===== src/rtl/mem_port_arbiter.sv =====
// Round-robin arbiter sharing one handshake memory port among NUM_MASTERS
// requestors. Each transaction is latched on grant, issued downstream until
// the memory raises busy (or an accept timeout expires), and completes with
// a one-cycle m_done (or m_err) pulse to the granted master.
module mem_port_arbiter #(
    parameter int NUM_MASTERS    = 2,
    parameter int ADDR_WIDTH     = 26,
    parameter int DATA_WIDTH     = 32,
    parameter int TIMEOUT_CYCLES = 1024
) (
    input  logic                              clk,
    input  logic                              reset,
    input  logic [NUM_MASTERS-1:0]            m_read_req,
    input  logic [NUM_MASTERS-1:0]            m_write_req,
    input  logic [NUM_MASTERS*ADDR_WIDTH-1:0] m_addr,
    input  logic [NUM_MASTERS*DATA_WIDTH-1:0] m_data_write,
    output logic [NUM_MASTERS*DATA_WIDTH-1:0] m_data_read,
    output logic [NUM_MASTERS-1:0]            m_busy,
    output logic [NUM_MASTERS-1:0]            m_done,
    output logic [NUM_MASTERS-1:0]            m_err,
    output logic                              memory_read_req,
    output logic                              memory_write_req,
    output logic [ADDR_WIDTH-1:0]             memory_addr,
    output logic [DATA_WIDTH-1:0]             memory_data_write,
    input  logic [DATA_WIDTH-1:0]             memory_data_read,
    input  logic                              memory_busy
);

    localparam int IDX_W = (NUM_MASTERS > 1) ? $clog2(NUM_MASTERS) : 1;
    localparam int CNT_W = $clog2(TIMEOUT_CYCLES + 1);

    typedef enum logic [2:0] {
        S_IDLE,
        S_ISSUE,
        S_WAIT,
        S_DONE,
        S_ERR
    } state_t;

    state_t           r_state;
    logic [IDX_W-1:0] r_rr_last;
    logic [IDX_W-1:0] r_gnt;
    logic             r_op_wr;
    logic [CNT_W-1:0] r_tmo_cnt;

    logic [NUM_MASTERS-1:0] w_req;
    logic                   w_any;
    logic [IDX_W-1:0]       w_pick;

    // A master requests when either of its level request lines is high
    assign w_req = m_read_req | m_write_req;

    // Round-robin search: scan farthest-to-nearest so the nearest requester after r_rr_last wins
    always_comb begin
        w_any  = 1'b0;
        w_pick = '0;
        for (int j = NUM_MASTERS; j >= 1; j--) begin
            if (w_req[(int'(r_rr_last) + j) % NUM_MASTERS]) begin
                w_any  = 1'b1;
                w_pick = IDX_W'((int'(r_rr_last) + j) % NUM_MASTERS);
            end
        end
    end

    // Transaction FSM with all outputs registered; a write wins if both request lines are high
    always_ff @(posedge clk or negedge reset) begin
        if (!reset) begin
            r_state           <= S_IDLE;
            r_rr_last         <= IDX_W'(NUM_MASTERS - 1);
            r_gnt             <= '0;
            r_op_wr           <= 1'b0;
            r_tmo_cnt         <= '0;
            m_data_read       <= '0;
            m_busy            <= '0;
            m_done            <= '0;
            m_err             <= '0;
            memory_read_req   <= 1'b0;
            memory_write_req  <= 1'b0;
            memory_addr       <= '0;
            memory_data_write <= '0;
        end else begin
            case (r_state)
                S_IDLE: begin
                    if (w_any) begin
                        r_gnt             <= w_pick;
                        r_rr_last         <= w_pick;
                        r_op_wr           <= m_write_req[w_pick];
                        memory_addr       <= m_addr[int'(w_pick)*ADDR_WIDTH +: ADDR_WIDTH];
                        memory_data_write <= m_data_write[int'(w_pick)*DATA_WIDTH +: DATA_WIDTH];
                        memory_write_req  <= m_write_req[w_pick];
                        memory_read_req   <= ~m_write_req[w_pick];
                        m_busy            <= NUM_MASTERS'(1) << w_pick;
                        r_tmo_cnt         <= '0;
                        r_state           <= S_ISSUE;
                    end
                end
                S_ISSUE: begin
                    if (memory_busy) begin
                        memory_read_req  <= 1'b0;
                        memory_write_req <= 1'b0;
                        r_state          <= S_WAIT;
                    end else begin
                        r_tmo_cnt <= r_tmo_cnt + 1'b1;
                        if (r_tmo_cnt == CNT_W'(TIMEOUT_CYCLES - 1)) begin
                            memory_read_req  <= 1'b0;
                            memory_write_req <= 1'b0;
                            m_err            <= NUM_MASTERS'(1) << r_gnt;
                            r_state          <= S_ERR;
                        end
                    end
                end
                S_WAIT: begin
                    if (!memory_busy) begin
                        if (!r_op_wr) begin
                            m_data_read[int'(r_gnt)*DATA_WIDTH +: DATA_WIDTH] <= memory_data_read;
                        end
                        m_done  <= NUM_MASTERS'(1) << r_gnt;
                        r_state <= S_DONE;
                    end
                end
                S_DONE, S_ERR: begin
                    m_done  <= '0;
                    m_err   <= '0;
                    m_busy  <= '0;
                    r_state <= S_IDLE;
                end
                default: r_state <= S_IDLE;
            endcase
        end
    end

endmodule


===== config.mk =====
export PLATFORM = sky130hd
export DESIGN_NAME = mem_port_arbiter
export DESIGN_NICKNAME = d
export VERILOG_FILES = /design/src/rtl/mem_port_arbiter.sv
export SDC_FILE = /design/constraint.sdc
export NUM_CORES = 1
export LEC_CHECK = 0
export BUFFER_PORTS_ARGS = -buffer_cell sky130_fd_sc_hd__buf_4
export CAP_MARGIN = 25
export CORE_ASPECT_RATIO = 0.75
export CORE_UTILIZATION = 47
export CTS_CLUSTER_DIAMETER = 200
export DETAILED_ROUTE_END_ITERATION = 8
export PLACE_DENSITY_LB_ADDON = 0.15
export SLEW_MARGIN = 15
export SYNTH_ARGS = -nofsm -noshare
export SYNTH_HDL_FRONTEND = slang
export SYNTH_SLANG_ARGS = --single-unit

===== constraint.sdc =====
create_clock -name clk -period 2.2 [get_ports clk]
set_input_delay 0.44 -clock clk [delete_from_list [all_inputs] [get_ports clk]]
set_output_delay 0.44 -clock clk [all_outputs]
set_load 0.005 [all_outputs]

==> run_results.csv <==
group,metric,value,unit
hold_path,min_path_type,"in -> reg",
critical_path,cp-startpoint,"r_state[2]$_DFFE_PN0P_",
clock_network,tritoncts,"yes",
clock_network,cts_resized,0,
sta,clock_skew,0.00739,ns
clock_network,cts_hold_buf,1,
clock_network,clockBufferDepth,2,
sta,worstMarginPinSlew,0.794,ns
logic_synthesis,synth_area_per_cell,10.6,um2
detailed_routing,drcViolationCount,1,
power_and_ir_drop,vdd_drop_max,649,uV
grt,grt_usage,25.8,%
clock_network,root_buffer,"clkbuf_16",
critical_path,setup.worst_path.start_class,"flop",
critical_path,cpLargestDelayFamily,"simple AND/OR/NAND/NOR gates",
grt,overflow,0,
placed_design,io_buffer_count,284,
sta,maxSlewViolCount,0,
logic_synthesis,synth_cell_type_count,39,
sta,hold_viol,0,
logic_synthesis,ys_warn_count,0,
logic_synthesis,synth.most_common_cell,"dfrtp_1",
grt,grt_pass1_wl,27300,um
finish,antenna_cells,0,
critical_path,cp_cell_sequence,"or4b_4, nor4_1, xnor2_1, nor2_1",
placed_design,dp_hpwl,12800,um
critical_path,r2r-start,"r_state[2]$_DFFE_PN0P_",
sta,min_period,1.97,ns
detailed_routing,ant_nets,0,
clock_network,cts_sinks,147,
sta,max_freq,509,MHz
run,maxCapViolCount,0,
detailed_routing,routed_wl,17500,um
floorplanning,rows,36,
grt,first_global_vias,5522,
sta,timing.final.crit_share,89.3,%
finish,area_growth,47.3,%
logic_synthesis,synth_top_flop_cell,"dfrtp_1",
critical_path,end_kind,"flop",
floorplanning,dieArea,0.0138,mm2
finish,multi_input_area,0.00240,mm2
floorplanning,die_y,102,um
finish,layout-drive-gt1-share,45.4,%
critical_path,cpPeakStageDelay,0.71,ns
detailed_routing,vias,5559,
outcome,violations,"design-rule violations",
detailed_routing,wl_per_cell,16.6,um
logic_synthesis,synth-edff-count,0,
logic_synthesis,syn_area,0.00626,mm2
power_and_ir_drop,p_leak,4.53,nW
critical_path,crit_buf_inv,0,
detailed_routing,drt_iter0_drc,432,
clock_network,cts_setup_buffers,0,
floorplanning,ios,285,
critical_path,crit_type,"reg -> reg",
critical_path,path_max_fanout,13,
logic_synthesis,synth_top_area_share,58.4,%
finish,fillers,955,
clock_network,path_clk_slew,0.06,ns
power_and_ir_drop,p_per_area,1350,mW/mm2
logic_synthesis,yosysSeqAreaShare,58.8,%
logic_synthesis,synth_nets,747,
critical_path,cp_data_arrival_time,2.27,ns
floorplanning,core-area,0.0130,mm2
clock_network,insertion_delay,0.42,ns
sta,max_slew_margin,46.8,%
placed_design,routabilityCongestion,0.820,
sta,rsz0062_at_grt,"false",
sta,fin_tns_setup,0,ns
floorplanning,chipWidth,135,um
detailed_routing,vias_per_cell,5.28,
grt,antenna_found_initial,0,
finish,finalInstanceArea,0.00922,mm2
logic_synthesis,synth-seq-cells,147,
floorplanning,start_util,48.3,%
logic_synthesis,synth_largest_area_cell,"dfrtp_1",
clock_network,numCtsBuffers,17,
logic_synthesis,async_flop_share,100,%
finish,layout.nets,1026,
critical_path,crit_slowest_cell,"or4b_4",
logic_synthesis,synth_top_cells_by_count,"146 x dfrtp_1, 132 x nand2_1, 75 x nor2_1, 64 x mux2_2, 59 x a31oi_1",
logic_synthesis,ys_top_cells_by_area,"dfrtp_1 58%, mux2_2 12%, nand2_1 7.9%",
grt,grt_max_degree,59,
logic_synthesis,synthCells,591,
sta,setup_viol,0,
clock_network,htreeDepth,4,
hold_path,hp-start,"memory_data_read[20]",
placed_design,placed_cell_area,0.00865,mm2
detailed_routing,drt_pre_antenna_iters,7,
outcome,outcome,"complete, but fails checks",
critical_path,cp.required,2.51,ns
finish,seq_area,0.00368,mm2
[worst paths after layout]
kind                                                     end  slack [ns]  depth (start not counted)
max                                 r_tmo_cnt[7]$_DFFE_PN0P_        0.23                          4
min                              m_data_read[20]$_DFFE_PN0P_        0.26                          2
max reg2reg                         r_tmo_cnt[7]$_DFFE_PN0P_        0.23                          4
min reg2reg                      m_data_read[62]$_DFFE_PN0P_        0.51                          1
max in group asynchronous  memory_data_write[24]$_DFFE_PN0P_        1.07                          3
min in group asynchronous        m_data_read[39]$_DFFE_PN0P_        0.49                          2
[flip-flops by register name, summed over array words and instances (netlist names)]
name               count
r_gnt                  1
r_op_wr                1
r_rr_last              1
r_state                3
memory_data_write     32
r_tmo_cnt             11
memory_addr           26
memory_write_req       1
m_done                 2
m_data_read           64
m_busy                 2
memory_read_req        1
m_err                  2
[stage by stage]
step	utilization [%]	std cells	hold WS (ns)	total power [mW]	worst slack [ns]
global placement	66.7	1021	0.374	9.49	0.282
floorplan	-	591	0.144	6.97	0.373
detailed placement	66.7	1021	0.382	9.72	0.215
CTS	71.1	1053	0.239	12.6	0.233
global route	71.1	1053	0.241	13.2	0.105
finish	71.1	1053	0.256	12.5	0.235
[cells in the final DEF (no fill, tap or decap), types with 2 or more instances in the layout]
master      synthesis  routed
buf_4               0     289
dfrtp_1           146     146
nand2_1           132     132
nor2_1             75      75
mux2_2             64      64
a31oi_1            59      59
clkbuf_16           0      17
o21ai_0            10      10
buf_12              0       8
xnor2_1             7       7
nor3_1              6       6
a21oi_1             5       5
nor4_1              5       5
a22o_1              5       5
inv_1               4       4
clkinv_2            0       4
clkinvlp_4          0       4
nand2b_1            3       3
nand3_1             3       3
nand4_1             3       3
nand3b_1            2       2
nor4b_1             2       2
a32o_1              2       2
a221o_1             2       2
bufinv_16           0       2
clkinv_4            0       2
[layer usage]
| layer | track usage [%] | up-vias | routed length (um) |
|---|---|---|---|
| li1 | - | 2588 | - |
| met1 | 30.2 | 2711 | 6630 |
| met2 | 44.9 | 226 | 9220 |
| met3 | 7.79 | 34 | 1200 |
| met4 | 10.4 | 0 | 419 |
| met5 | 0 | - | 0 |
[cell type report]
cell class	instances	share of cell area [%]
Clock buffer	18	4.65
Clock inverter	13	1.48
Inverter	4	0.163
Multi-Input combinational cell	401	26.0
Sequential cell	147	39.9
Tap cell	171	2.32
Timing Repair Buffer	299	25.5
[cell families (layout without fill, tap and decap cells)]
| family | count (synthesis) | count (layout) | synth area share [%] |
|---|---|---|---|
| simple gates | 237 | 237 | 15.8 |
| flops | 147 | 147 | 58.8 |
| compound gates | 90 | 90 | 9.27 |
| mux | 65 | 65 | 11.7 |
| buf+inv | 43 | 334 | 3.18 |
| xor+xnor | 8 | 8 | 1.12 |
| fa+ha+maj | 1 | 1 | 0.200 |
[power breakdown]
part | internal, mW | switching (mW)
combinational | 2.74 | 2.32
sequential | 3.89 | 0.726
clock | 1.66 | 1.13
Power figures use the tool's default switching activity.
